### config.mk
export PLATFORM = sky130hd
export DESIGN_NAME = rom_8x8_flat
export DESIGN_NICKNAME = d
export VERILOG_FILES = /design/src/rtl/rom_8x8_if.sv /design/src/rtl/rom_8x8.sv /design/src/flat_wrapper.sv
export SDC_FILE = /design/constraint.sdc
export NUM_CORES = 1
export LEC_CHECK = 0
export CELL_PAD_IN_SITES_DETAIL_PLACEMENT = 2
export CELL_PAD_IN_SITES_GLOBAL_PLACEMENT = 2
export CORE_UTILIZATION = 35
export CTS_CLUSTER_SIZE = 40
export DETAILED_ROUTE_END_ITERATION = 10
export PLACE_DENSITY_LB_ADDON = 0.1
export RECOVER_POWER = 25
export SETUP_SLACK_MARGIN = 0.2
export SLEW_MARGIN = 20
export SYNTH_ARGS = -nofsm -noshare
export SYNTH_HDL_FRONTEND = slang
export SYNTH_SLANG_ARGS = --single-unit
### constraint.sdc
create_clock -name clk -period 3.24 [get_ports clk]
set_input_delay 0.648 -clock clk [delete_from_list [all_inputs] [get_ports clk]]
set_output_delay 0.648 -clock clk [all_outputs]
set_load 0.05 [all_outputs]
### src/rtl/rom_8x8_if.sv
// Bundles the read port and the self-check scan port of the coefficient ROM.
// The bench drives the master side and the ROM sits on the slave side.
// The clock and reset are plain ports on the module, not part of this bundle.
interface rom_8x8_if;
  logic       rd_en;
  logic [2:0] addr;
  logic [7:0] data_out;
  logic       data_valid;
  logic       data_parity;
  logic       scan_start;
  logic       scan_busy;
  logic       scan_done;
  logic [7:0] checksum;

  modport master (
    output rd_en, addr, scan_start,
    input  data_out, data_valid, data_parity, scan_busy, scan_done, checksum
  );

  modport slave (
    input  rd_en, addr, scan_start,
    output data_out, data_valid, data_parity, scan_busy, scan_done, checksum
  );
endinterface

### src/rtl/rom_8x8.sv
// Purpose: fixed 8x8 coefficient ROM with a registered read port, even parity and an XOR-fold self-check scan.
// Latency: reads take 1 cycle. A scan is busy for 8 cycles and pulses done with the checksum on the 9th cycle.
// Backpressure: none; reads requested while a scan runs are dropped, and a scan request wins over a read issued in the same cycle.
module rom_8x8 (
  input  logic      clk,
  input  logic      rst_n,
  rom_8x8_if.slave  bus
);

  typedef enum logic [1:0] {IDLE, SCAN, DONE} state_t;

  state_t     state_q, state_d;
  logic [2:0] scan_addr_q, scan_addr_d;
  logic [7:0] acc_q, acc_d;
  logic [7:0] checksum_q, checksum_d;
  logic [7:0] data_out_q, data_out_d;
  logic       data_parity_q, data_parity_d;
  logic       data_valid_q, data_valid_d;
  logic       scan_busy_q, scan_busy_d;
  logic       scan_done_q, scan_done_d;
  logic       start_scan;
  logic       rd_accept;

  function automatic logic [7:0] rom_word(input logic [2:0] a);
    logic [7:0] w;
    case (a)
      3'd0:    w = 8'h0A;
      3'd1:    w = 8'h1B;
      3'd2:    w = 8'h2C;
      3'd3:    w = 8'h3D;
      3'd4:    w = 8'h4E;
      3'd5:    w = 8'h5F;
      3'd6:    w = 8'h60;
      default: w = 8'h7E;
    endcase
    return w;
  endfunction

  // A scan starts only from IDLE. Reads are refused while scanning and when a scan starts in the same cycle.
  assign start_scan = (state_q == IDLE) && bus.scan_start;
  assign rd_accept  = bus.rd_en && (state_q != SCAN) && !start_scan;

  // Next-state logic for the scan FSM, the read port and the registered status outputs.
  always_comb begin
    state_d       = state_q;
    scan_addr_d   = scan_addr_q;
    acc_d         = acc_q;
    checksum_d    = checksum_q;
    data_out_d    = data_out_q;
    data_parity_d = data_parity_q;
    data_valid_d  = 1'b0;

    case (state_q)
      IDLE: begin
        if (start_scan) begin
          state_d     = SCAN;
          scan_addr_d = 3'd0;
          acc_d       = 8'h00;
        end
      end
      SCAN: begin
        acc_d       = acc_q ^ rom_word(scan_addr_q);
        scan_addr_d = scan_addr_q + 3'd1;
        if (scan_addr_q == 3'd7) begin
          state_d    = DONE;
          // Load the checksum on the last fold so it appears in the same cycle as scan_done.
          checksum_d = acc_d;
        end
      end
      DONE:    state_d = IDLE;
      default: state_d = IDLE;
    endcase

    if (rd_accept) begin
      data_out_d    = rom_word(bus.addr);
      data_parity_d = ^data_out_d;
      data_valid_d  = 1'b1;
    end

    scan_busy_d = (state_d == SCAN);
    scan_done_d = (state_d == DONE);
  end

  // All state and outputs are registered. A reset aborts any scan in progress without issuing scan_done.
  always_ff @(posedge clk or negedge rst_n) begin
    if (!rst_n) begin
      state_q       <= IDLE;
      scan_addr_q   <= 3'd0;
      acc_q         <= 8'h00;
      checksum_q    <= 8'h00;
      data_out_q    <= 8'h00;
      data_parity_q <= 1'b0;
      data_valid_q  <= 1'b0;
      scan_busy_q   <= 1'b0;
      scan_done_q   <= 1'b0;
    end else begin
      state_q       <= state_d;
      scan_addr_q   <= scan_addr_d;
      acc_q         <= acc_d;
      checksum_q    <= checksum_d;
      data_out_q    <= data_out_d;
      data_parity_q <= data_parity_d;
      data_valid_q  <= data_valid_d;
      scan_busy_q   <= scan_busy_d;
      scan_done_q   <= scan_done_d;
    end
  end

  assign bus.data_out    = data_out_q;
  assign bus.data_parity = data_parity_q;
  assign bus.data_valid  = data_valid_q;
  assign bus.scan_busy   = scan_busy_q;
  assign bus.scan_done   = scan_done_q;
  assign bus.checksum    = checksum_q;

endmodule

### src/flat_wrapper.sv
// flat-port wrapper written by rule: the top's interface ports become plain ports
module rom_8x8_flat 
  (clk, rst_n, bus_rd_en, bus_addr, bus_scan_start, bus_data_out, bus_data_valid, bus_data_parity, bus_scan_busy, bus_scan_done, bus_checksum);
  rom_8x8_if bus_i ();
  input  logic clk;
  input  logic rst_n;
  input wire logic [$bits(bus_i.rd_en)-1:0] bus_rd_en;
  input wire logic [$bits(bus_i.addr)-1:0] bus_addr;
  input wire logic [$bits(bus_i.scan_start)-1:0] bus_scan_start;
  output wire logic [$bits(bus_i.data_out)-1:0] bus_data_out;
  output wire logic [$bits(bus_i.data_valid)-1:0] bus_data_valid;
  output wire logic [$bits(bus_i.data_parity)-1:0] bus_data_parity;
  output wire logic [$bits(bus_i.scan_busy)-1:0] bus_scan_busy;
  output wire logic [$bits(bus_i.scan_done)-1:0] bus_scan_done;
  output wire logic [$bits(bus_i.checksum)-1:0] bus_checksum;
  assign bus_i.rd_en = bus_rd_en;
  assign bus_i.addr = bus_addr;
  assign bus_i.scan_start = bus_scan_start;
  assign bus_data_out = bus_i.data_out;
  assign bus_data_valid = bus_i.data_valid;
  assign bus_data_parity = bus_i.data_parity;
  assign bus_scan_busy = bus_i.scan_busy;
  assign bus_scan_done = bus_i.scan_done;
  assign bus_checksum = bus_i.checksum;
  rom_8x8 u_core (.clk(clk), .rst_n(rst_n), .bus(bus_i));
endmodule
## After elaboration in Yosys (flattened, before gate mapping)

Cells that the tools add are included.

- Bits in writable memories: 0
- Memories kept: 0
- Bits in read-only memories: 0
- Flip-flop bits (word level): 33
- Latch bits: 0
- Logic and storage cells: 52
- Output and inout port bits: 20
- Bits of input ports: 7

- Bitwise gates (word level): 1
- Reduce and logical (&&, ||, !) cells: 11
- $mul: 0
- Divide/modulo/power cells: 0
- Multiplexer cells: 12
- Equal/unequal tests: 18
- Order comparisons: 0
- Add/subtract/negate cells: 1
- Shifts and indexed selects: 0

Operators by type and width:

| operator | number |
|---|---|
| one-hot mux 7 bit (7 select lines) | 2 |
| two-way mux 8 bit | 3 |
| equality test 3 bit (second input constant) | 7 |
| one-hot mux 8 bit (2 select lines) | 1 |
| equality test 3 x 2 -> 1 bit (second input constant) | 4 |
| XOR reduction 8 bit | 1 |
| bitwise XOR 8 bit | 1 |
| equality test 3 x 1 -> 1 bit (second input constant) | 2 |
| logical NOT 3 bit | 2 |
| one-hot mux 3 bit (2 select lines) | 1 |
| equality test 2 x 1 -> 1 bit (second input constant) | 2 |
| two-way mux 2 bit | 2 |
| inequality test 2 x 1 -> 1 bit (second input constant) | 2 |
| one-hot mux 2 bit (2 select lines) | 1 |
| AND reduction 2 bit | 2 |
| adder 3 x 1 -> 3 bit (second input constant) | 1 |
| logical AND 1 bit | 3 |
| two-way mux 3 bit | 1 |
| equality test 2 bit (second input constant) | 1 |
| logical NOT 2 bit | 1 |
| nonzero test 2 bit | 1 |
| logical NOT 1 bit | 1 |
| two-way mux 1 bit | 1 |

## Logic depth before layout (Yosys ltp)

- Word-level depth: 6
- Mapped depth: 6
- Gate-level depth less buffers: 6

## Least setup slack after synthesis

OpenSTA, ideal clock, no wires.

- Path type: register to register
- From: register u_core.scan_addr_q[1]
- To: register u_core.acc_q[2]
- Data required time: 3.119 ns
- Path slack: 1.456 ns
- Clock period less this slack: 1.784 ns
- Library setup time: 0.121 ns
- Path buffers: 0
- Stages on the path, launching flop included: 6
- Arrival: 1.663 ns
- Cell sequence: dfrtp_1 > inv_1 > ha_1 > o41ai_4 > mux2_1 > a22o_1

- Longest elaborated chain between the ends: 5
- Elaborated cells between the ends (all ways): 11
- Those cells by class: 6 x eq/ne; 3 x mux; 1 x bitwise; 1 x reduce/logical

Ends and longest elaborated chain:

| element | RTL line | source |
|---|---|---|
| from (decl) | rom_8x8.sv:13 | `logic [2:0] scan_addr_q, scan_addr_d;` |
| from (signal assigned) | rom_8x8.sv:98 | `scan_addr_q <= scan_addr_d;` |
| equality test 3 bit (tied with other cells) | rom_8x8.sv:26 | `case (a)` |
| one-hot mux 7 bit (7 select lines) (*) | rom_8x8.sv:26 |  |
| two-way mux 8 bit (*) | rom_8x8.sv:53 | `case (state_q)` |
| bitwise XOR 8 bit (*) | rom_8x8.sv:62 | `acc_d = acc_q ^ rom_word(scan_addr_q);` |
| one-hot mux 8 bit (2 select lines) (*) | rom_8x8.sv:53 |  |
| to (signal assigned) | rom_8x8.sv:89 | `acc_q <= 8'h00;` |
| to (signal assigned) | rom_8x8.sv:99 | `acc_q <= acc_d;` |
| to (decl) | rom_8x8.sv:14 | `logic [7:0] acc_q, acc_d;` |

Mark *: on every way between the ends. The rest lies on a longest branch, timed or not. The select of a mux whose other input is x is not followed.
A chain may end at the register's enable or synchronous reset.

==> flow_metrics.tcl <==
set metrics [dict create \
    status "finished, violations left" \
    failed_checks "max-capacitance violations, max-slew violations" \
    hpwl_um 2859 \
    critPathSlowestCell "clkbuf_1" \
    drc 0 \
    worstPathArrival_ps 2310 \
    worstPathCellList "clkdlybuf4s50_1, clkbuf_1" \
    syn_avg_cell_area_sq_um 10.16 \
    switching_power_mw 1.101 \
    postLayoutCellArea_sq_mm 0.001931 \
    cts_setup_buffers 0 \
    p_seq_share_pct 30.3 \
    use_met2_pct 35.66 \
    worst_pin_slew_ps 1646 \
    vdd_ir_drop_max_mv 0.4138 \
    p_per_area_mw_per_mm2 1202 \
    timing.fmax_mhz 449.1 \
    internal_power_mw 1.220 \
    ios 27 \
    drt-initial-drc-count 33 \
    fillers 463 \
    fp.dieH_um 68.64 \
    cp.depth 2 \
    ant_nets 0 \
    antenna_found_initial 0 \
    final_max_slew_viol_count 31 \
    grt.met3_usage_pct 4.441 \
    cts.path.max_buffers 2 \
    rsz0062_at_grt "false" \
    crit_start "rst_n" \
    start_util_pct 37.50 \
    gr-max-usage-layer "met2" \
    overflow 0 \
    endpoint_kind "asynchronous set/reset pin" \
    ff2ff_setup_slack_ps 1270 \
    place_congestion 0.7927 \
    worst_r2r_path_depth 5 \
    post_synth_num_cell_types 31 \
    final_cell_mix "dfrtp_1 (30), clkdlybuf4s50_1 (24), nand2_1 (23)" \
    reg2reg_to "u_core.acc_q[2]$_DFFE_PN0P_" \
    hold_class "reg2reg" \
    crit_required_ps 3330 \
    cts_buffers 5 \
    path_class "in2async" \
    cts_root_buffer "clkbuf_8" \
    cts_resized 0 \
    leakagePower_nw 0.8998 \
    core-area_sq_mm 0.004144 \
    fin_crit_ps 2227 \
    cts_sinks 30 \
    grt_pass1_vias 1324 \
    cp-start-kind "input port" \
    grt_max_degree 31 \
    numPortBuffers 24 \
    finalSetupTns_ps 0 \
    worstPathMaxFanout 30 \
    fin_total_pwr_mw 2.321 \
    max_cap_viol_count 1 \
    layout.nets 200 \
    reg2reg_from "u_core.scan_addr_q[1]$_DFFE_PN0P_" \
    whs_endpoint "u_core.bus.data_out[6]$_DFFE_PN0P_" \
    netlist_area_sq_mm 0.001554 \
    final_hold_viol_count 0 \
    vias 1189 \
    yosys_warnings 0 \
    clk_latency_ps 280 \
    cpLargestDelayFamily "buffers and inverters" \
    clockPowerShare_pct 13.3 \
    combinationalPowerShare_pct 56.5 \
    die-area_sq_mm 0.004711 \
    hold_buffers 0 \
    wire_per_inst_um 16.19 \
    tritoncts "yes" \
    swShare_pct 47.44 \
    synth_cells 153 \
    skew_ps 2.682 \
    layout_worst_path_cycle_share_pct 68.72 \
    relSlewSlack_pct -9.710 \
    htree_levels 2 \
    critical_path.max_stage_delay_ps 1180 \
    ys_seq_area_share_pct 48.31 \
    rows 23 \
    drive_above_1_share_pct 8.242 \
    drt-total-wl_um 3755 \
    setup-violations-final 0 \
    dr.pass1.iters 4 \
    grt_use_met1_pct 20.85 \
    via_per_inst 5.125 \
    ys_ff_latch 30 \
    diodes 0 \
    grt.total_usage_pct 19.16 \
    layout_commonest_cell "dfrtp_1" \
    whs_ps 490.7 \
    cp_num_buf_inv 2 \
    hold_depth 2 \
    dpl_cell_area_sq_mm 0.001843 \
    syn2layout_area_growth_pct 24.24 \
    die_w_um 68.64 \
    grt_pass1_wl_um 6410 \
    clk_pin_slew_worst_paths_ps 60 \
    min_from "u_core.bus.data_out[6]$_DFFE_PN0P_" \
]
## per-stage QoR
| stage | util (%) | std cells | setup slack (ps) |
|---|---|---|---|
| 3_3_place_gp | 44.47 | 224 | 988.0 |
| 5_1_grt | 46.59 | 232 | 600.3 |
| 4_1_cts | 46.68 | 232 | 1119 |
| 6_report | 46.59 | 232 | 1014 |
| 3_5_place_dp | 44.47 | 224 | 909.9 |
| 2_1_floorplan | - | 154 | 1456 |
## how the worst max path moves through the flow
stage,endpoint,slack (ps)
6_report,u_core.bus.data_out[4]$_DFFE_PN0P_,1010
3_3_place_gp,u_core.bus.data_out[4]$_DFFE_PN0P_,990
2_1_floorplan,u_core.acc_q[2]$_DFFE_PN0P_,1460
4_1_cts,bus_data_out[3],1120
5_1_grt,u_core.bus.checksum[1]$_DFFE_PN0P_,600
3_5_place_dp,u_core.bus.data_out[4]$_DFFE_PN0P_,910
## power groups by stage
stage	Combinational, mW	Clock (mW)	Sequential, mW
after floorplan	0.638	0	0.993
after global placement	1.26	0	0.693
after detailed placement	1.32	0	0.714
after CTS	1.34	0.324	0.709
after global routing	1.44	0.339	0.732
final	1.31	0.308	0.703
## kinds of logic after synthesis
family          share of synthesized area (%)
other cells                            0.2413
buf+inv                                 4.509
compound gates                          16.02
flops                                   48.31
fa+ha+maj                               9.662
xor+xnor                                3.945
simple gates                            13.77
mux                                     3.542
## final cells by class
cell class,instances,area [sq um],share of cell area [%]
multi-input combinational,108,737.0,38.17
tap,50,62.56,3.240
inverter,10,37.54,1.944
sequential,30,750.7,38.89
timing repair buffer,26,251.5,13.03
clock buffer,7,86.33,4.472
clock inverter,1,5.005,0.2592
## per-layer routing
layer	up-vias	wire, um	share of wire, %
met3	5	87	2.3
met2	20	2036	54
met1	594	1579	42
met4	0	52	1.4
li1	570	-	-
met5	-	0	0
## synth_stat cells (all sizes together)
| library cell | number | share of area [%] |
|---|---|---|
| inv | 10 | 2.4 |
| nand2 | 23 | 5.6 |
| nor4 | 1 | 0.40 |
| o31ai | 2 | 0.97 |
| nor2 | 14 | 3.4 |
| a21o | 2 | 0.97 |
| conb | 1 | 0.24 |
| a22o | 4 | 2.3 |
| xnor2 | 3 | 1.7 |
| ha | 12 | 9.7 |
| and3 | 1 | 0.40 |
| nor3 | 3 | 0.97 |
| clkbuf | 2 | 0.48 |
| mux2i | 1 | 0.64 |
| buf | 4 | 1.6 |
| xor2 | 4 | 2.3 |
| o21ai | 16 | 5.2 |
| nand3 | 3 | 0.97 |
| o311ai | 3 | 1.7 |
| dfrtp | 30 | 48 |
| o21bai | 1 | 0.48 |
| nand2b | 1 | 0.40 |
| nor2b | 3 | 1.7 |
| mux2 | 4 | 2.9 |
| o41ai | 3 | 3.9 |
| a21oi | 2 | 0.64 |
## state kept, by name (all words and copies together) (netlist names)
signal	flops
u_core.acc_q	7
u_core.bus.checksum	7
u_core.bus.data_out	7
u_core.bus.data_parity	1
u_core.bus.data_valid	1
u_core.bus.scan_busy	1
u_core.bus.scan_done	1
u_core.scan_addr_q	3
u_core.state_q	2
(Power assumes the default switching activity.)
